==> config.mk <==
export PLATFORM = sky130hd
export DESIGN_NAME = decode_execute_unit
export DESIGN_NICKNAME = d
export VERILOG_FILES = /design/src/rtl/decode_execute_unit.sv
export SDC_FILE = /design/constraint.sdc
export NUM_CORES = 1
export LEC_CHECK = 0
export ABC_AREA = 1
export CAP_MARGIN = 10
export CORE_ASPECT_RATIO = 1.75
export CORE_UTILIZATION = 50
export DETAILED_ROUTE_END_ITERATION = 10
export PLACE_DENSITY = 0.81
export SLEW_MARGIN = 20
export SYNTH_ARGS = -nofsm -noshare
export SYNTH_HDL_FRONTEND = slang
export SYNTH_SLANG_ARGS = --single-unit
==> constraint.sdc <==
create_clock -name clk -period 4.3 [get_ports clk]
set_input_delay 0.43 -clock clk [delete_from_list [all_inputs] [get_ports clk]]
set_output_delay 0.43 -clock clk [all_outputs]
set_load 0.005 [all_outputs]
==> src/rtl/decode_execute_unit.sv <==
// MIPS ID/EX slice: main control decode and immediate generation in ID, and an
// ID/EX register feeding ALU control and the 32-bit ALU in EX.
module decode_execute_unit (
    input  logic        clk,
    input  logic        reset,
    input  logic [31:0] instr,
    input  logic [31:0] rs_data,
    input  logic [31:0] rt_data,
    input  logic        flush,
    output logic [1:0]  pc_src,
    output logic        reg_write,
    output logic [1:0]  reg_dst,
    output logic        mem_read,
    output logic        mem_write,
    output logic [1:0]  mem_to_reg,
    output logic [31:0] lu_out,
    output logic [3:0]  ex_alu_ctl,
    output logic        ex_sign,
    output logic [31:0] ex_alu_out
);

    localparam logic [5:0] OP_RTYPE = 6'h00, OP_BLTZ  = 6'h01, OP_J     = 6'h02,
                           OP_JAL   = 6'h03, OP_BEQ   = 6'h04, OP_BNE   = 6'h05,
                           OP_BLEZ  = 6'h06, OP_BGTZ  = 6'h07, OP_ADDI  = 6'h08,
                           OP_ADDIU = 6'h09, OP_SLTI  = 6'h0a, OP_SLTIU = 6'h0b,
                           OP_ANDI  = 6'h0c, OP_ORI   = 6'h0d, OP_XORI  = 6'h0e,
                           OP_LUI   = 6'h0f, OP_LW    = 6'h23, OP_SW    = 6'h2b;

    localparam logic [5:0] F_SLL = 6'h00, F_SRL = 6'h02, F_SRA = 6'h03,
                           F_JR  = 6'h08, F_JALR = 6'h09;

    localparam logic [2:0] AOP_ADD = 3'b000, AOP_SUB = 3'b001, AOP_R   = 3'b010,
                           AOP_OR  = 3'b011, AOP_AND = 3'b100, AOP_SLT = 3'b101,
                           AOP_XOR = 3'b110;

    typedef enum logic [3:0] {
        ALU_ADD = 4'd0, ALU_SUB = 4'd1, ALU_AND = 4'd2, ALU_OR  = 4'd3,
        ALU_XOR = 4'd4, ALU_NOR = 4'd5, ALU_SLT = 4'd6, ALU_SLL = 4'd7,
        ALU_SRL = 4'd8, ALU_SRA = 4'd9
    } alu_ctl_e;

    typedef struct packed {
        logic [3:0]  alu_op;
        logic [5:0]  funct;
        logic [4:0]  shamt;
        logic        alu_src1;
        logic        alu_src2;
        logic [31:0] rs;
        logic [31:0] rt;
        logic [31:0] imm;
    } id_ex_t;

    logic [5:0]  opcode;
    logic [5:0]  funct;
    logic [15:0] imm;
    logic        alu_src1;
    logic        alu_src2;
    logic        ext_op;
    logic        lu_op;
    logic [2:0]  alu_op_lo;
    logic        unused_fields;

    assign opcode        = instr[31:26];
    assign funct         = instr[5:0];
    assign imm           = instr[15:0];
    assign unused_fields = ^instr[25:16];

    // NOTE: every output of a combinational block gets a default first; a
    // path that leaves one unassigned would infer a latch.
    always_comb begin
        pc_src     = 2'b00;
        reg_write  = 1'b0;
        reg_dst    = 2'b00;
        mem_read   = 1'b0;
        mem_write  = 1'b0;
        mem_to_reg = 2'b00;
        alu_src1   = 1'b0;
        alu_src2   = 1'b0;
        ext_op     = 1'b1;
        lu_op      = 1'b0;
        alu_op_lo  = AOP_ADD;
        case (opcode)
            OP_RTYPE: begin
                reg_dst   = 2'b01;
                alu_op_lo = AOP_R;
                reg_write = (funct != F_JR);
                alu_src1  = (funct == F_SLL) || (funct == F_SRL) || (funct == F_SRA);
                if (funct == F_JR || funct == F_JALR) pc_src = 2'b10;
                if (funct == F_JALR) mem_to_reg = 2'b10;
            end
            OP_BLTZ, OP_BEQ, OP_BNE, OP_BLEZ, OP_BGTZ: alu_op_lo = AOP_SUB;
            OP_J: pc_src = 2'b01;
            OP_JAL: begin
                pc_src     = 2'b01;
                reg_write  = 1'b1;
                reg_dst    = 2'b10;
                mem_to_reg = 2'b10;
            end
            OP_ADDI, OP_ADDIU: begin
                reg_write = 1'b1;
                alu_src2  = 1'b1;
            end
            OP_SLTI, OP_SLTIU: begin
                reg_write = 1'b1;
                alu_src2  = 1'b1;
                alu_op_lo = AOP_SLT;
            end
            OP_ANDI, OP_ORI, OP_XORI: begin
                reg_write = 1'b1;
                alu_src2  = 1'b1;
                ext_op    = 1'b0;
                alu_op_lo = (opcode == OP_ANDI) ? AOP_AND :
                            (opcode == OP_ORI)  ? AOP_OR  : AOP_XOR;
            end
            OP_LUI: begin
                reg_write = 1'b1;
                alu_src2  = 1'b1;
                lu_op     = 1'b1;
            end
            OP_LW: begin
                reg_write  = 1'b1;
                alu_src2   = 1'b1;
                mem_read   = 1'b1;
                mem_to_reg = 2'b01;
            end
            OP_SW: begin
                alu_src2  = 1'b1;
                mem_write = 1'b1;
            end
            default: ;
        endcase
    end

    assign lu_out = lu_op  ? {imm, 16'h0000} :
                    ext_op ? {{16{imm[15]}}, imm} : {16'h0000, imm};

    // A flushed stage is indistinguishable from a reset one: all-zero fields.
    id_ex_t id_ex_d;
    id_ex_t id_ex_q;

    always_comb begin
        id_ex_d = '0;
        if (!flush) begin
            id_ex_d.alu_op   = {opcode[0], alu_op_lo};
            id_ex_d.funct    = funct;
            id_ex_d.shamt    = instr[10:6];
            id_ex_d.alu_src1 = alu_src1;
            id_ex_d.alu_src2 = alu_src2;
            id_ex_d.rs       = rs_data;
            id_ex_d.rt       = rt_data;
            id_ex_d.imm      = lu_out;
        end
    end

    // NOTE: sequential state uses non-blocking assignments so every register
    // samples pre-edge values regardless of process ordering.
    always_ff @(posedge clk or posedge reset) begin
        if (reset) id_ex_q <= '0;
        else       id_ex_q <= id_ex_d;
    end

    logic        ex_is_r;
    alu_ctl_e    alu_ctl;
    logic [31:0] in1;
    logic [31:0] in2;
    logic        slt_bit;

    assign ex_is_r = (id_ex_q.alu_op[2:0] == AOP_R);
    assign ex_sign = ex_is_r ? ~id_ex_q.funct[0] : ~id_ex_q.alu_op[3];

    always_comb begin
        alu_ctl = ALU_ADD;
        case (id_ex_q.alu_op[2:0])
            AOP_R: begin
                case (id_ex_q.funct)
                    6'h22, 6'h23: alu_ctl = ALU_SUB;
                    6'h24:        alu_ctl = ALU_AND;
                    6'h25:        alu_ctl = ALU_OR;
                    6'h26:        alu_ctl = ALU_XOR;
                    6'h27:        alu_ctl = ALU_NOR;
                    6'h2a, 6'h2b: alu_ctl = ALU_SLT;
                    F_SLL:        alu_ctl = ALU_SLL;
                    F_SRL:        alu_ctl = ALU_SRL;
                    F_SRA:        alu_ctl = ALU_SRA;
                    default:      alu_ctl = ALU_ADD;
                endcase
            end
            AOP_SUB: alu_ctl = ALU_SUB;
            AOP_AND: alu_ctl = ALU_AND;
            AOP_OR:  alu_ctl = ALU_OR;
            AOP_XOR: alu_ctl = ALU_XOR;
            AOP_SLT: alu_ctl = ALU_SLT;
            default: alu_ctl = ALU_ADD;
        endcase
    end

    assign ex_alu_ctl = alu_ctl;
    assign in1 = id_ex_q.alu_src1 ? {27'b0, id_ex_q.shamt} : id_ex_q.rs;
    assign in2 = id_ex_q.alu_src2 ? id_ex_q.imm : id_ex_q.rt;
    assign slt_bit = ex_sign ? ($signed(in1) < $signed(in2)) : (in1 < in2);

    always_comb begin
        ex_alu_out = '0;
        case (alu_ctl)
            ALU_ADD: ex_alu_out = in1 + in2;
            ALU_SUB: ex_alu_out = in1 - in2;
            ALU_AND: ex_alu_out = in1 & in2;
            ALU_OR:  ex_alu_out = in1 | in2;
            ALU_XOR: ex_alu_out = in1 ^ in2;
            ALU_NOR: ex_alu_out = ~(in1 | in2);
            ALU_SLT: ex_alu_out = {31'b0, slt_bit};
            ALU_SLL: ex_alu_out = in2 << in1[4:0];
            ALU_SRL: ex_alu_out = in2 >> in1[4:0];
            ALU_SRA: ex_alu_out = $unsigned($signed(in2) >>> in1[4:0]);
            default: ex_alu_out = '0;
        endcase
    end

endmodule

==> results.txt, run 1 <==
Initial core utilization = 0.506
Run Error = [ERROR GRT-0116] Global routing finished with congestion. Check the congestion regions in the DRC Viewer.
Synth Area per Inst = 5.42 um^2
Largest net degree at the start of global routing = 78
Clk root buf = clkbuf_16
Mux share of post-synthesis cell area = 0
Synth Area in Compound Gates = 0.0906
CTS Buffer Depth = 2
Synth cell types = 46
Die Width = 137 um
Post-synth EDFFs = 0
Final Wtd Congestion = 1.13
Ys Warns = 0
DP Wirelength = 64,600 um
Outcome = did not finish
Tot GR Track Use = 0.577
Synth area leader = nand2_1
Xor/xnor cell area share of the yosys netlist = 0.0127
PortBufs = 166
Synth Area in Simple Gates = 0.504
Top_reg_cell synth = dfrtp_1
Die Y-Extent = 238 um
Post-Syn Nets = 3,132
Ranking of synthesized cells by area = nand2_1 (23%), dfrtp_1 (18%), nand3_1 (14%), inv_1 (9.4%), nor2_1 (7.6%)
Mapped Area = 15,900 um^2
Yosys top cell area share = 0.227
Clock Sinks = 113
Placement Rows = 86
Ys async rst share = 1.00
Halt point of the flow = 5_1_grt
Seq/Total Area, Yosys = 0.178
IO Pins = 177
Overflow after GRT = 2
Cell count after synthesis = 2,935
First-pass GRT wire length = 137,000 um
H-Tree Depth = 4
CTS Hold Buffers Added = 0
Yosys reg bits = 113
Synth Area in Adders = 0.0780
Number of global-route vias before repair = 21,800
TritonCTS buffer count = 17
Main combinational cell family by area after synthesis = simple AND/OR/NAND/NOR gates
kinds of logic after synthesis:
family,after synthesis
buf+inv,554
simple gates,1887
xor+xnor,23
compound gates,260
fa+ha+maj,98
flops,113
stage by stage:
step	setup TNS, ns	worst slack (ns)	cells	utilization	area (um^2)
after CTS	-0.0290	-0.0236	3500	0.608	19100
after detailed placement	0	0.0796	3456	0.581	18300
after global placement	0	0.132	3456	0.581	18300
after floorplan	0	0.883	2935	-	15900
repair_timing:
| item | 4_1_cts |
|---|---|
| pin swaps | 5 |
| endpoints found under the hold margin | 0 |
| gates resized for setup | 50 |
| setup buffers | 10 |
| gates cloned | 2 |
| setup endpoints to repair | 29 |
metal layers:
| metal | GRT overflow | GRT usage |
|---|---|---|
| met1 | 0 | 0.566 |
| met2 | 1 | 0.839 |
| met3 | 1 | 0.297 |
| met4 | 0 | 0.593 |
| met5 | 0 | 0.0159 |
synth_stat cells (2+ instances only):
| master | number |
|---|---|
| inv_1 | 399 |
| nor4_1 | 3 |
| inv_2 | 12 |
| buf_1 | 24 |
| o21bai_1 | 12 |
| clkbuf_1 | 56 |
| fa_1 | 2 |
| nor2_1 | 323 |
| and2_1 | 4 |
| nand3b_1 | 9 |
| xor2_1 | 21 |
| nor2_2 | 6 |
| o21ai_0 | 116 |
| and2_0 | 2 |
| nand2_2 | 5 |
| nand2_1 | 962 |
| dfrtp_1 | 113 |
| nand4_1 | 83 |
| buf_4 | 5 |
| nor3_1 | 35 |
| a31oi_1 | 2 |
| nor2_4 | 3 |
| ha_1 | 96 |
| a211oi_1 | 15 |
| o211ai_1 | 7 |
| a21oi_4 | 2 |
| buf_2 | 56 |
| nand3_1 | 448 |
| xnor2_1 | 2 |
| a21oi_1 | 92 |
| o22ai_1 | 3 |
| o21ai_1 | 3 |
==> run 2: changes to the inputs <==
CORE_ASPECT_RATIO = unset   (was 1.75)
CORE_UTILIZATION = 35   (was 50)
PLACE_DENSITY = unset   (was 0.81)
PLACE_DENSITY_LB_ADDON = 0.15   (was unset)
==> run 2 against run 1 <==
Net effect:
- synthesized area did not move
- the flow now finishes without violations
- synthesized cell count did not move
==> results.txt, run 2 <==
Die Width = 215 um
Ys Warns = 0
Area delta synth->final = 22.7%
Top flop regs = id_ex_q: 113 flops
Slowest CP cell = clkdlybuf4s50_1
Die area = 46,300 um^2
Ranking of synthesized cells by area = nand2_1 (23%), dfrtp_1 (18%), nand3_1 (14%), inv_1 (9.4%), nor2_1 (7.6%)
Pre-antenna DRT Iters = 6
Number of global-route vias before repair = 18,800
Largest net degree at the start of global routing = 80
Worst vdd ir = 0.000234 V
Fin cells = 3,698
Yosys reg bits = 113
Via count = 20,100
Dpl ws = 0.314 ns
Final hold vios = 0
Clock Sinks = 113
CTS tree = yes
Top_reg_cell synth = dfrtp_1
CTS Hold Buffers Added = 0
Final Wtd Congestion = 1.06
WP data required = 3.87 ns
Setup TNS = 0 ns
Wire length per cell = 21.0 um
Post-route ant nets = 0
Crit path cell chain = inv_2, buf_4, nand2_1, nand2_1, buf_4, nand2_1, nand2_1, nand2_1, nand3_1, nand2_1, nand3_1, nand2_1, nand2_1, nand2_1, nor2_1, nand3_1, clkdlybuf4s50_1
Most frequent cells in the layout = nand2_1 (953), nand3_1 (441), inv_1 (394)
Core Box Area = 44,500 um^2
Power per cell area = 249 nW/um^2
Tcrit/Tclk final = 0.964
Max FO, Critical Path = 9
IO Pins = 177
CP top delay family = simple AND/OR/NAND/NOR gates
Vias per inst = 5.44
Hold_ws = 0.467 ns
TritonCTS buffer count = 17
First-pass GRT wire length = 115,000 um
Ys async rst share = 1.00
Max Cap Violations = 0
Post-synth EDFFs = 0
Nets@finish = 3,290
Max incr delay on CP = 0.48 ns
Top-count cell post-synth = nand2_1
RSZ-0062 raised after global routing = yes
Post-Syn Nets = 3,132
Antenna violations before repair = 1
Crit path kind = reg2out
CTS Buffer Depth = 2
Commonest cells post-synth = nand2_1 (962), nand3_1 (448), inv_1 (399)
Cell count after synthesis = 2,935
Final Power = 4.87 mW
Antenna cells = 0
Crit path launch type = flop
Clock transition at path regs = 0.06 ns
Die Y-Extent = 215 um
Synth Area per Inst = 5.42 um^2
PortBufs = 166
Seq/Total Area, Yosys = 0.178
Placed Instances = 3,665
Mapped Area = 15,900 um^2
Layout cells sized above 1 = 0.0798
Routed WL = 77,500 um
Crit path buffers/inverters = 4
Worst hold path class = in2async
Tot GR Track Use = 0.330
Arrival time worst endpoint = 3.71 ns
H-Tree Depth = 4
Final Slew Violations = 0
Residual DRC = 0
DP Wirelength = 63,600 um
Synth area leader = nand2_1
Least-Margin Pin Slew = 0.789 ns
Endpoint class of the critical path = output pin
Synth cell types = 46
Initial core utilization = 0.357
Yosys top cell area share = 0.227
Overflow after GRT = 0
Post-layout util = 0.439
P_leak = 10.5 nW
Largest register FFs = 113
Outcome = completed
Largest reg by FF count = id_ex_q
Placed cell areas = 18,600 um^2
Crit-path most repeated cell = nand2_1
Commonest non-fill, non-tap cell in the layout = nand2_1
Slew HR = 0.474
Drt initial violations = 2,082
Final setup violation count = 0
FMAX = 241 MHz
Clk root buf = clkbuf_16
Placement Rows = 77
Minimum clock period = 4.14 ns
Final instance area = 19,500 um^2
Post-route worst setup slack = 0.156 ns
[run 2: final cells by class]
| cell class | count | area (um^2) |
|---|---|---|
| repair buffers | 281 | 2600 |
| fillers | 4982 | 25000 |
| inverters | 412 | 1550 |
| clock inverters | 12 | 134 |
| well taps | 592 | 741 |
| clock buffers | 20 | 457 |
| multi-input cells | 2268 | 11200 |
| flip-flops and latches | 113 | 2830 |
[run 2: cells by family after synthesis]
logic type               Yosys count  synth area share
AND/OR/NAND/NOR                 1887             0.504
buffers and inverters            554             0.137
AO/OA/AOI/OAI                    260            0.0906
flip-flops                       113             0.178
adder cells (fa/ha/maj)           98            0.0780
XOR/XNOR                          23            0.0127
[run 2: worst max path at each step]
stage,startpoint,endpoint,slack (ns),depth (start not counted)
floorplan,reset,id_ex_q[0],0.88,1
global placement,id_ex_q[96],ex_alu_out[0],0.36,16
detailed placement,id_ex_q[96],ex_alu_out[0],0.31,16
CTS,id_ex_q[97],ex_alu_out[0],0.003,20
global route,id_ex_q[96],ex_alu_out[25],-0.02,19
finish,id_ex_q[96],ex_alu_out[25],0.16,17
[run 2: routing by layer]
| metal | vias to the layer above | part of all wire | wire length [um] | track usage |
|---|---|---|---|---|
| met5 | - | 0 | 0 | 0 |
| met1 | 9325 | 0.43 | 33500 | 0.449 |
| li1 | 9635 | - | - | - |
| met4 | 0 | 0.053 | 4120 | 0.169 |
| met2 | 1025 | 0.43 | 33100 | 0.497 |
| met3 | 129 | 0.087 | 6780 | 0.0568 |
[run 2: power by group]
| group | internal (mW) | switching (mW) |
|---|---|---|
| clock network | 0.882 | 0.499 |
| registers | 1.12 | 0.0225 |
| logic | 0.821 | 1.53 |
[run 2: what timing repair did]
action,4_1_cts,5_1_grt
setup endpoints to repair,9,29
pin swaps,0,2
setup buffers,0,1
gates resized for setup,5,88
(Power assumes the default switching activity.)
==> run 3: changes to the inputs <==
ABC_CLOCK_PERIOD_IN_PS = 4300   (was unset)
==> results of run 3 <==
Same layout as run 2: the final DEF is identical, and so are final timing and power.
